==> config.mk <==
export PLATFORM = sky130hd
export DESIGN_NAME = regbank_burst_master
export DESIGN_NICKNAME = d
export VERILOG_FILES = /design/src/rtl/regbank_burst_master.sv
export SDC_FILE = /design/constraint.sdc
export NUM_CORES = 1
export LEC_CHECK = 0
export CORE_MARGIN = 2
export CORE_UTILIZATION = 47
export DETAILED_ROUTE_END_ITERATION = 8
export PLACE_DENSITY = 0.87
export REMOVE_ABC_BUFFERS = 1
export SLEW_MARGIN = 20
export SYNTH_ARGS = -nofsm -noshare
export SYNTH_HDL_FRONTEND = slang
export SYNTH_SLANG_ARGS = --single-unit
==> constraint.sdc <==
create_clock -name clk -period 3.5 [get_ports clk]
set_input_delay 0.7 -clock clk [delete_from_list [all_inputs] [get_ports clk]]
set_output_delay 0.7 -clock clk [all_outputs]
set_load 0.05 [all_outputs]
==> src/rtl/regbank_burst_master.sv <==
`default_nettype none
// ============================================================================
// Module   : regbank_burst_master
// Purpose  : Burst initiator that drives a 16x8 register bank one beat at a time
// Revision : 1.0 - initial release
// ============================================================================
module regbank_burst_master #(
  parameter int ADDR_W = 4,
  parameter int DATA_W = 8,
  parameter int LEN_W  = 4
) (
  input  logic              clk,
  input  logic              reset,
  input  logic              cmd_valid,
  output logic              cmd_ready,
  input  logic              cmd_write,
  input  logic [ADDR_W-1:0] cmd_addr,
  input  logic [LEN_W-1:0]  cmd_len,
  input  logic              wdata_valid,
  output logic              wdata_ready,
  input  logic [DATA_W-1:0] wdata,
  output logic              rvalid,
  input  logic              rready,
  output logic [DATA_W-1:0] rdata,
  output logic              busy,
  output logic              done,
  output logic              rf_wr_en,
  output logic              rf_rd_en,
  output logic [ADDR_W-1:0] rf_addr,
  output logic [DATA_W-1:0] rf_data_in,
  input  logic [DATA_W-1:0] rf_data_out
);

  typedef enum logic [2:0] {
    S_IDLE     = 3'd0,
    S_WR       = 3'd1,
    S_RD_ISSUE = 3'd2,
    S_RD_CAPT  = 3'd3,
    S_RD_HOLD  = 3'd4,
    S_DONE     = 3'd5
  } state_t;

  localparam logic [ADDR_W-1:0] C_ADDR_ONE = ADDR_W'(1);
  localparam logic [LEN_W-1:0]  C_LEN_ONE  = LEN_W'(1);

  state_t             r_state, w_state_nxt;
  logic [ADDR_W-1:0]  r_addr, w_addr_nxt;
  logic [LEN_W-1:0]   r_cnt, w_cnt_nxt;
  logic [DATA_W-1:0]  r_rdata, w_rdata_nxt;
  logic               r_rf_wr_en, w_rf_wr_en_nxt;
  logic               r_rf_rd_en, w_rf_rd_en_nxt;
  logic [ADDR_W-1:0]  r_rf_addr, w_rf_addr_nxt;
  logic [DATA_W-1:0]  r_rf_data_in, w_rf_data_in_nxt;
  logic [ADDR_W-1:0]  w_addr_inc;
  logic               w_last;

  assign w_addr_inc = r_addr + C_ADDR_ONE;
  assign w_last     = (r_cnt == '0);

  // Strobes are registered on entry to the beat, so a read strobe is armed
  // together with the transition into S_RD_ISSUE.
  always_comb begin
    w_state_nxt      = r_state;
    w_addr_nxt       = r_addr;
    w_cnt_nxt        = r_cnt;
    w_rdata_nxt      = r_rdata;
    w_rf_wr_en_nxt   = 1'b0;
    w_rf_rd_en_nxt   = 1'b0;
    w_rf_addr_nxt    = r_rf_addr;
    w_rf_data_in_nxt = r_rf_data_in;
    case (r_state)
      S_IDLE: begin
        if (cmd_valid) begin
          w_addr_nxt = cmd_addr;
          w_cnt_nxt  = cmd_len;
          if (cmd_write) begin
            w_state_nxt = S_WR;
          end else begin
            w_state_nxt    = S_RD_ISSUE;
            w_rf_rd_en_nxt = 1'b1;
            w_rf_addr_nxt  = cmd_addr;
          end
        end
      end
      S_WR: begin
        if (wdata_valid) begin
          w_rf_wr_en_nxt   = 1'b1;
          w_rf_addr_nxt    = r_addr;
          w_rf_data_in_nxt = wdata;
          w_addr_nxt       = w_addr_inc;
          w_cnt_nxt        = r_cnt - C_LEN_ONE;
          if (w_last) begin
            w_state_nxt = S_DONE;
          end
        end
      end
      S_RD_ISSUE: begin
        w_state_nxt = S_RD_CAPT;
      end
      S_RD_CAPT: begin
        w_rdata_nxt = rf_data_out;
        w_state_nxt = S_RD_HOLD;
      end
      S_RD_HOLD: begin
        if (rready) begin
          if (w_last) begin
            w_state_nxt = S_DONE;
          end else begin
            w_state_nxt    = S_RD_ISSUE;
            w_rf_rd_en_nxt = 1'b1;
            w_rf_addr_nxt  = w_addr_inc;
            w_addr_nxt     = w_addr_inc;
            w_cnt_nxt      = r_cnt - C_LEN_ONE;
          end
        end
      end
      S_DONE: begin
        w_state_nxt = S_IDLE;
      end
      default: begin
        w_state_nxt = S_IDLE;
      end
    endcase
  end

  always_ff @(posedge clk) begin
    if (reset) begin
      r_state      <= S_IDLE;
      r_addr       <= '0;
      r_cnt        <= '0;
      r_rdata      <= '0;
      r_rf_wr_en   <= 1'b0;
      r_rf_rd_en   <= 1'b0;
      r_rf_addr    <= '0;
      r_rf_data_in <= '0;
    end else begin
      r_state      <= w_state_nxt;
      r_addr       <= w_addr_nxt;
      r_cnt        <= w_cnt_nxt;
      r_rdata      <= w_rdata_nxt;
      r_rf_wr_en   <= w_rf_wr_en_nxt;
      r_rf_rd_en   <= w_rf_rd_en_nxt;
      r_rf_addr    <= w_rf_addr_nxt;
      r_rf_data_in <= w_rf_data_in_nxt;
    end
  end

  // cmd_ready is masked while reset is held so every output reads 0 during reset.
  assign cmd_ready   = (r_state == S_IDLE) && !reset;
  assign wdata_ready = (r_state == S_WR);
  assign rvalid      = (r_state == S_RD_HOLD);
  assign busy        = (r_state != S_IDLE);
  assign done        = (r_state == S_DONE);
  assign rdata       = r_rdata;
  assign rf_wr_en    = r_rf_wr_en;
  assign rf_rd_en    = r_rf_rd_en;
  assign rf_addr     = r_rf_addr;
  assign rf_data_in  = r_rf_data_in;

endmodule
`default_nettype wire

## Word level (Yosys, flattened, before mapping)

Cells that the tools add are included.
W data, S select, Z words.

| word-level totals | value |
|---|---|
| bits of input ports | 30 |
| bits in registers | 33 |

| cells by class | value |
|---|---|
| mux-type cells | 27 |
| reduce and logical (&&, ||, !) cells | 11 |
| $add $sub $neg | 2 |
| bitwise gates (word level) | 1 |
| equal/unequal tests | 11 |

Operators with widths:

| kind | count |
|---|---|
| $mux W4 | 11 |
| $pmux W4 S3 | 3 |
| $mux W3 | 5 |
| $pmux W3 S5 | 1 |
| $ne A2 B2 Y1 const B | 4 |
| $eq A3 B2 Y1 const B | 2 |
| $eq A3 B3 Y1 const B | 2 |
| $reduce_and A6 Y1 | 1 |
| $reduce_bool A3 Y1 | 2 |
| $mux W1 | 5 |
| $reduce_and A5 Y1 | 1 |
| $add A4 B1 Y4 const B | 1 |
| $logic_not A4 Y1 | 1 |
| $ne A2 B1 Y1 const B | 2 |
| $reduce_and A4 Y1 | 1 |
| $sub A4 B1 Y4 const B | 1 |
| $eq A3 B1 Y1 const B | 1 |
| $logic_not A3 Y1 | 1 |
| $mux W2 | 1 |
| $pmux W1 S2 | 1 |
| $reduce_and A2 Y1 | 1 |
| $reduce_or A2 Y1 | 1 |
| $logic_and A1 B1 Y1 | 1 |
| $logic_not A1 Y1 | 1 |
| $not A1 Y1 | 1 |

## Longest topological paths before layout

Gate-level depths: netlist of the first run.

| depth | value |
|---|---|
| depth after elaboration | 4 |
| gate-level depth with buffers | 7 |
| depth with buffers taken out | 7 |

## Worst setup path before layout of the first run

OpenSTA, ideal clock, no wires.

| timing | value |
|---|---|
| path kind | input to output |
| start | in reset |
| end | out cmd_ready |
| data arrival time | 2.155 ns |
| buffers on the path | 2 |
| stages on the path | 3 |
| slack | 0.645 ns |
| path through | clkbuf_1 > clkbuf_1 > nor3_1 |

| on the way | value |
|---|---|
| word-level cells in the longest chain between the ends | 2 |

Ends and longest elaborated chain:

| item | RTL line | RTL |
|---|---|---|
| start: declaration | 13 | `input logic reset,` |
| $logic_not A1 Y1 | 149 | `assign cmd_ready = (r_state == S_IDLE) && !reset;` |
| $logic_and A1 B1 Y1 | 149 |  |
| end: declaration | 15 | `output logic cmd_ready,` |

No other way between the ends.

## Final worst setup path of the first run

| timing | value |
|---|---|
| start | reg r_state[2] |
| end | out done |

| on the way | value |
|---|---|
| word-level cells in the longest chain between the ends | 1 |

Ends and longest elaborated chain:

| item | RTL line | RTL |
|---|---|---|
| start: declaration | 46 | `state_t r_state, w_state_nxt;` |
| start signal: assignment | 137 | `r_state <= w_state_nxt;` |
| $eq A3 B3 Y1 | 153 | `assign done = (r_state == S_DONE);` |
| end: declaration | 26 | `output logic done,` |

No other way between the ends.

==> impl_metrics.ini, run 1 <==
[cts]
cts_resized = 0
clock_latency_ps = 290
cts_tree = built
cts_setup_buffers = 0
cts_hold_buf = 0
clock-sinks = 33
htree_num_levels = 2
cts_inserted_buffers = 5
clock-root-buffer = clkbuf_8
cts_buffer_depth = 2
path_clk_slew_ps = 60

[global_route]
grt_usage_pct = 22.26
grt_max_degree = 34
grt_pass1_vias = 1647
antenna_found_initial = 0
grt_overflow = 0
grt_pass1_wl_um = 7307

[sta]
worst_slack_ps = 494.0
fmax_mhz = 332.7
rsz0062_at_grt = false
setup_viol = 0
worst_clock_skew_ps = 3.039
tightest_slew_ps = 630.6
hold_violations = 0
slew_headroom_pct = 57.90
min_period_over_period_pct = 85.89
setup_tns_ps = 0
hold_ws_ps = 453.4
report.final.slew_viol_count = 0
min_period_ps = 3006

[critical_path]
crit_type = register to output port
critPathArrivalTime_ps = 2310
crit_path_cell_trace = inv_1, nor3_1, clkdlybuf4s50_1
crit_path_start_kind = register
slowest_delay_ps = 840
cp_max_fo = 20
cp_slowest_cell = clkdlybuf4s50_1
cp.required_ps = 2800
endpoint_kind = output port

[yosys]
yosysWarnings = 0
ys.flop_type = dfxtp_1
synthAdderAreaFrac_pct = 1.439
synthMuxAreaShare_pct = 2.446
synth_top_family_by_area = simple AND/OR/NAND/NOR gates
synth_compound_area_share_pct = 24.39
netlist_area_um2 = 1739
synth.distinct_cells = 53
synth_xor_area_share_pct = 1.007
yosys.area_share.simple_pct = 28.35
post_synth.cell_area_avg_um2 = 7.905
ys_ff_latch = 33
ys_async_sr_fraction_pct = 0
syn_inst = 220
seq_area_frac_synth_pct = 37.99
synth_edf_count = 0

[floorplanning]
rows = 22
die_x_um = 64.83
start_util_pct = 48.23
die_h_um = 64.83
die-area_um2 = 4203
ios = 57
core_area_um2 = 3606

[cells_and_area]
final_common_cell = clkdlybuf4s50_1
diodes = 0
final_cell_mix = 55 x clkdlybuf4s50_1, 37 x nand2_1, 33 x dfxtp_1
nets = 306
syn_to_final_growth_pct = 40.94
drive_above_1_share_pct = 8.727

[route]
first_pass_iters = 7
drc_errors = 0
routed_wl_um = 4264
ant_nets = 0
routed_via_density = 5.523
wire_per_inst_um = 13.20
num_vias = 1784
dr.first_iter.drc_count = 140

[job]
drv_cap = 0

[power]
powerDensity_nw_per_um2 = 831.9
p_switching_mw = 0.9088
p_clk_share_pct = 17.9
switching_share_pct = 44.57
p_int_mw = 1.130
power_leakage_nw = 0.8683
sequentialPowerShare_pct = 28.4
vdd_drop_max_v = 0.0003859
combPwrFrac_pct = 53.7

[place]
preCtsSetupSlack_ps = 818.3
gp_congestion = 0.9382
port_buffers = 56
dpl.hpwl_um = 3034

[status]
run_status = finished, final reports clean

[hold_path]
hold_path_class = register to register
final cells by class:
cell class / count / area (µm²)
clock buffers: 7 / 86.33
clock inverters: 1 / 30.03
fillers: 295 / 1155
inverters: 5 / 18.77
multi-input cells: 170 / 1002
flip-flops and latches: 33 / 660.6
well taps: 48 / 60.06
repair buffers: 59 / 593.1
path summary, 6_finish.rpt:
check                           slack [ps]                  startpoint  cells after the start                         end
worst max-delay path                   490     r_state[2]$_SDFFE_PP0P_                      3                        done
worst min-delay path                   450  rf_data_in[3]$_SDFFE_PP0P_                      2  rf_data_in[3]$_SDFFE_PP0P_
worst max register to register        1540     r_state[1]$_SDFFE_PP0P_                      5     r_state[1]$_SDFFE_PP0P_
worst min register to register         450  rf_data_in[3]$_SDFFE_PP0P_                      2  rf_data_in[3]$_SDFFE_PP0P_
worst max-delay path, delay by kind of cell (launching register included):
family	cells	cell delay [ps]
buffers and inverters	2	1130
DFF	1	700
and+or+nand+nor	1	190
power by group through the flow:
stage	clock network (mW)	logic [mW]	registers (mW)
finish	0.366	1.09	0.579
global route	0.392	1.19	0.596
CTS	0.374	1.09	0.577
detailed placement	0	1.08	0.585
global placement	0	1.07	0.578
floorplan	0	0.626	0.716
metrics by stage:
step	total power, mW	area (µm²)	cells	utilization [%]
after floorplan	1.342	1682	208	-
after global placement	1.645	2335	315	64.75
after detailed placement	1.669	2335	315	64.75
after CTS	2.043	2451	323	67.97
after global routing	2.175	2451	323	67.97
final	2.039	2451	323	67.97
flip-flops by register name, summed over array words and instances, names as in the netlist:
name	flops
rf_data_in	8
rf_addr	4
rf_rd_en	1
rf_wr_en	1
r_state	3
rdata	8
r_addr	4
r_cnt	4
synthesized netlist by cell type, drive strengths merged, types with 3 or more instances:
master  number  area (µm²)
clkbuf       6       22.52
and2         3       18.77
nand2b       4       25.02
nand2       37       138.9
or2          3       21.28
nor3         8       51.30
nand3       10       50.05
nor2b        4       25.02
inv          5       18.76
a21oi       31       166.4
nor2        18       83.83
o21ai       12       67.57
buf          6       35.03
dfxtp       33       660.6
logic make-up (layout without fill, tap and decap cells):
group | after synthesis | in the layout
buf+inv | 17 | 72
mux | 4 | 4
xor+xnor | 2 | 2
fa+ha+maj | 2 | 2
flops | 33 | 33
compound gates | 65 | 65
simple gates | 97 | 97
per-layer routing:
metal	vias to the layer above	share of wire [%]	GRT usage [%]
met1	809	44	26.68
met4	0	2.9	13.03
li1	890	-	-
met2	71	46	36.08
met5	-	0	0
met3	14	6.9	5.382
(Power assumes the default switching activity.)
==> inputs of run 2 (changes only) <==
Settings changed: CORE_MARGIN 2 to 8.
==> impl_metrics.ini, run 2 (synthesis gave the netlist of run 1 again) <==
[status]
run_status = finished, final reports clean

[place]
gp_congestion = 0.9010
port_buffers = 56
dpl.hpwl_um = 3475
preCtsSetupSlack_ps = 837.7

[cts]
cts_hold_buf = 0
clock-sinks = 33
cts_buffer_depth = 2
path_clk_slew_ps = 70
cts_setup_buffers = 0
clock-root-buffer = clkbuf_8
cts_tree = built
cts_resized = 0
clock_latency_ps = 280
cts_inserted_buffers = 5
htree_num_levels = 2

[power]
powerDensity_nw_per_um2 = 829.5
power_leakage_nw = 0.8630
vdd_drop_max_v = 0.0004088

[critical_path]
worstReg2RegStart = r_state[0]$_SDFFE_PP0P_
critPathArrivalTime_ps = 2320
r2r_cells = 5
cp.required_ps = 2800
cp_max_fo = 20
crit_path_start_kind = register
r2r-end = r_addr[2]$_SDFFE_PP0P_
cp_slowest_cell = clkdlybuf4s50_1
crit_type = register to output port
slowest_delay_ps = 840
crit_path_cell_trace = inv_1, nor3_1, clkdlybuf4s50_1
endpoint_kind = output port
reg2reg_setup_slack_ps = 1340

[global_route]
grt_overflow = 0
grt_usage_pct = 15.87
grt_max_degree = 34
antenna_found_initial = 0
grt_pass1_vias = 1635
grt_pass1_wl_um = 7776

[hold_path]
whs_path_depth = 2
hold_path_class = register to register
min_to = rf_data_in[3]$_SDFFE_PP0P_
min_from = rf_data_in[3]$_SDFFE_PP0P_

[floorplanning]
start_util_pct = 48.23
rows = 22
core_area_um2 = 3606
die_x_um = 76.83
die-area_um2 = 5903
die_h_um = 76.83
ios = 57

[route]
routed_wl_um = 4687
num_vias = 1752
ant_nets = 0
routed_via_density = 5.441
first_pass_iters = 4
wire_per_inst_um = 14.56
drc_errors = 0
dr.first_iter.drc_count = 100

[sta]
worst_clock_skew_ps = 2.566
min_period_ps = 3018
worst_slack_ps = 482.1
tightest_slew_ps = 681.3
rsz0062_at_grt = false
setup_viol = 0
hold_violations = 0
fmax_mhz = 331.4
slew_headroom_pct = 54.49
setup_tns_ps = 0
report.final.slew_viol_count = 0
min_period_over_period_pct = 86.23

[cells_and_area]
final_cell_mix = 55 x clkdlybuf4s50_1, 37 x nand2_1, 33 x dfxtp_1
multiInputGateArea_um2 = 1002
final_common_cell = clkdlybuf4s50_1
nets = 305
fillCellCount = 319
seq_area_um2 = 660.6
diodes = 0
drive_above_1_share_pct = 8.394
syn_to_final_growth_pct = 40.50

[job]
drv_cap = 0
run 2: stage by stage:
| stage | area (µm²) | util, % | hold slack (ps) | cells | power, mW |
|---|---|---|---|---|---|
| after floorplan | 1682 | - | 451.9 | 208 | 1.342 |
| after CTS | 2444 | 67.77 | 456.8 | 322 | 2.036 |
| after detailed placement | 2327 | 64.54 | 447.4 | 314 | 1.664 |
| after global placement | 2327 | 64.54 | 441.5 | 314 | 1.649 |
| after global routing | 2444 | 67.77 | 482.2 | 322 | 2.163 |
| final | 2444 | 67.77 | 455.0 | 322 | 2.027 |
run 2: area by class of cell:
class	count	share of cell area [%]
timing repair buffer	58	23.96
clock inverter	1	1.229
multi-input combinational	170	41.01
sequential	33	27.04
clock buffer	7	3.533
inverter	5	0.7681
tap	48	2.458
run 2: worst max-delay path: cells and delay by family, from the launching register on:
family	cells	cell delay, ps
buffers and inverters	2	1120
flip-flops	1	710
AND/OR/NAND/NOR	1	190
run 2: report_power, final:
| part | total [mW] | leakage, nW | switching, mW | internal, mW |
|---|---|---|---|---|
| Clock | 0.370 | 0.0585 | 0.138 | 0.232 |
| Combinational | 1.08 | 0.536 | 0.651 | 0.427 |
| Sequential | 0.579 | 0.269 | 0.114 | 0.465 |
run 2: worst max-delay path by stage:
stage / startpoint / end / slack [ps] / cells after the start
2_1_floorplan: r_state[1]$_SDFFE_PP0P_ / cmd_ready / 800 / 3
3_3_place_gp: r_state[2]$_SDFFE_PP0P_ / done / 870 / 3
3_5_place_dp: r_state[2]$_SDFFE_PP0P_ / done / 840 / 3
4_1_cts: r_state[2]$_SDFFE_PP0P_ / rvalid / 480 / 3
5_1_grt: r_state[2]$_SDFFE_PP0P_ / done / 360 / 3
6_report: r_state[2]$_SDFFE_PP0P_ / done / 480 / 3
run 2: per-layer routing:
| layer | vias to the layer above | global-route usage, % | share of wire (%) |
|---|---|---|---|
| li1 | 891 | - | - |
| met5 | - | 0 | 0 |
| met2 | 54 | 25.91 | 46 |
| met3 | 7 | 5.828 | 6.7 |
| met1 | 800 | 18.69 | 46 |
| met4 | 0 | 5.192 | 1.2 |
==> inputs of run 3 (changes only) <==
Settings changed: CORE_UTILIZATION 47 to 25, PLACE_DENSITY 0.87 to 0.54.
==> impl_metrics.ini, run 3 (synthesis gave the netlist of run 1 again) <==
[route]
dr.first_iter.drc_count = 130
drc_errors = 0
num_vias = 1708
routed_via_density = 4.798
first_pass_iters = 4
routed_wl_um = 5026
ant_nets = 0
wire_per_inst_um = 14.12

[status]
run_status = finished, final reports clean

[sta]
report.final.slew_viol_count = 0
min_period_over_period_pct = 82.11
min_period_ps = 2874
rsz0062_at_grt = false
slew_headroom_pct = 48.89
setup_tns_ps = 0
hold_violations = 0
fmax_mhz = 348.0
setup_viol = 0
worst_clock_skew_ps = 3.074
tightest_slew_ps = 765.1

[cells_and_area]
drive_above_1_share_pct = 9.420
final_cell_mix = 55 x clkdlybuf4s50_1, 37 x nand2_1, 33 x dfxtp_1
diodes = 0
final_common_cell = clkdlybuf4s50_1
syn_to_final_growth_pct = 41.94
fillCellCount = 714
nets = 307
final_util_pct = 36.54
multiInputGateArea_um2 = 1002
seq_area_um2 = 660.6

[power]
sequentialPowerShare_pct = 28.6
p_int_mw = 1.038
combPwrFrac_pct = 57.2
p_switching_mw = 0.9206
powerDensity_nw_per_um2 = 793.4
p_clk_share_pct = 14.2
switching_share_pct = 47.00
power_leakage_nw = 0.8591
vdd_drop_max_v = 0.0002407

[global_route]
grt_max_degree = 34
grt_usage_pct = 10.15
antenna_found_initial = 0
grt_pass1_vias = 1675
grt_pass1_wl_um = 8231
grt_overflow = 0

[cts]
cts_tree = built
clock-root-buffer = clkbuf_8
clock-sinks = 33
cts_buffer_depth = 2
htree_num_levels = 2
cts_hold_buf = 0
cts_inserted_buffers = 5
cts_resized = 0
path_clk_slew_ps = 70
cts_setup_buffers = 0
clock_latency_ps = 280

[critical_path]
cp_max_fo = 11
crit_type = register to output port
critPathArrivalTime_ps = 2170
cp.required_ps = 2800
crit_path_start_kind = register
endpoint_kind = output port

[floorplanning]
start_util_pct = 25.74
core_area_um2 = 6756
die_x_um = 99.41
die-area_um2 = 9881
die_h_um = 99.41
ios = 57
rows = 30

[place]
dpl.hpwl_um = 3771
port_buffers = 56
gp_congestion = 0.8233

[hold_path]
hold_path_class = register to register

[job]
drv_cap = 0
run 3: changes by cell type in the layout (fill, tap and decap cells not counted):
cell and delta:
buf_4 +2, bufinv_16 -1, clkbuf_1 -1, clkbuf_8 -1
clkinvlp_4 +1, clkinv_2 +2
run 3: power by group through the flow:
stage | registers, mW | logic (mW) | clock network (mW)
2_1_floorplan | 0.716 | 0.626 | 0
6_report | 0.561 | 1.12 | 0.278
5_1_grt | 0.575 | 1.22 | 0.313
3_3_place_gp | 0.565 | 1.13 | 0
4_1_cts | 0.559 | 1.13 | 0.292
3_5_place_dp | 0.567 | 1.13 | 0
run 3: per-layer routing:
layer | GRT usage, % | vias up | wire length (µm)
met5 | 0 | - | 0
met4 | 2.794 | 0 | 40
met1 | 12.73 | 773 | 2488
met2 | 16.22 | 43 | 2197
met3 | 3.282 | 5 | 299
li1 | - | 887 | -
run 3: layout make-up:
cell class,count,share of cell area (%)
clock buffers,5,2.788
clock inverters,3,0.7096
inverters,5,0.7603
multi-input cells,170,40.60
flip-flops and latches,33,26.76
well taps,80,4.055
repair buffers,60,24.33
run 3: final timing paths:
kind / from / to / slack (ps) / cells after the start
worst max-delay path: r_state[0]$_SDFFE_PP0P_ / rvalid / 630 / 4
worst max register to register: r_state[0]$_SDFFE_PP0P_ / r_addr[3]$_SDFFE_PP0P_ / 1260 / 6
worst min-delay path: rdata[7]$_SDFFE_PP0P_ / rdata[7]$_SDFFE_PP0P_ / 450 / 2
worst min register to register: rdata[7]$_SDFFE_PP0P_ / rdata[7]$_SDFFE_PP0P_ / 450 / 2
run 3: worst max-delay path, cell delays in order (launching register included):
cell and delay (ps):
dfxtp_1 420, buf_4 220, nand2b_1 200, nor2_1 200, clkdlybuf4s50_1 840
run 3: per-stage QoR:
stage               total power [mW]  instance area (µm²)  worst slack (ps)  std cells  hold WS (ps)
finish                         1.959                 2469             626.1        356         453.7
global route                   2.108                 2469             498.4        356         465.9
CTS                            1.982                 2469             613.1        356         457.3
detailed placement             1.696                 2382             928.1        348         446.6
global placement               1.695                 2382             957.2        348         443.4
floorplan                      1.342                 1682             804.4        208         451.9
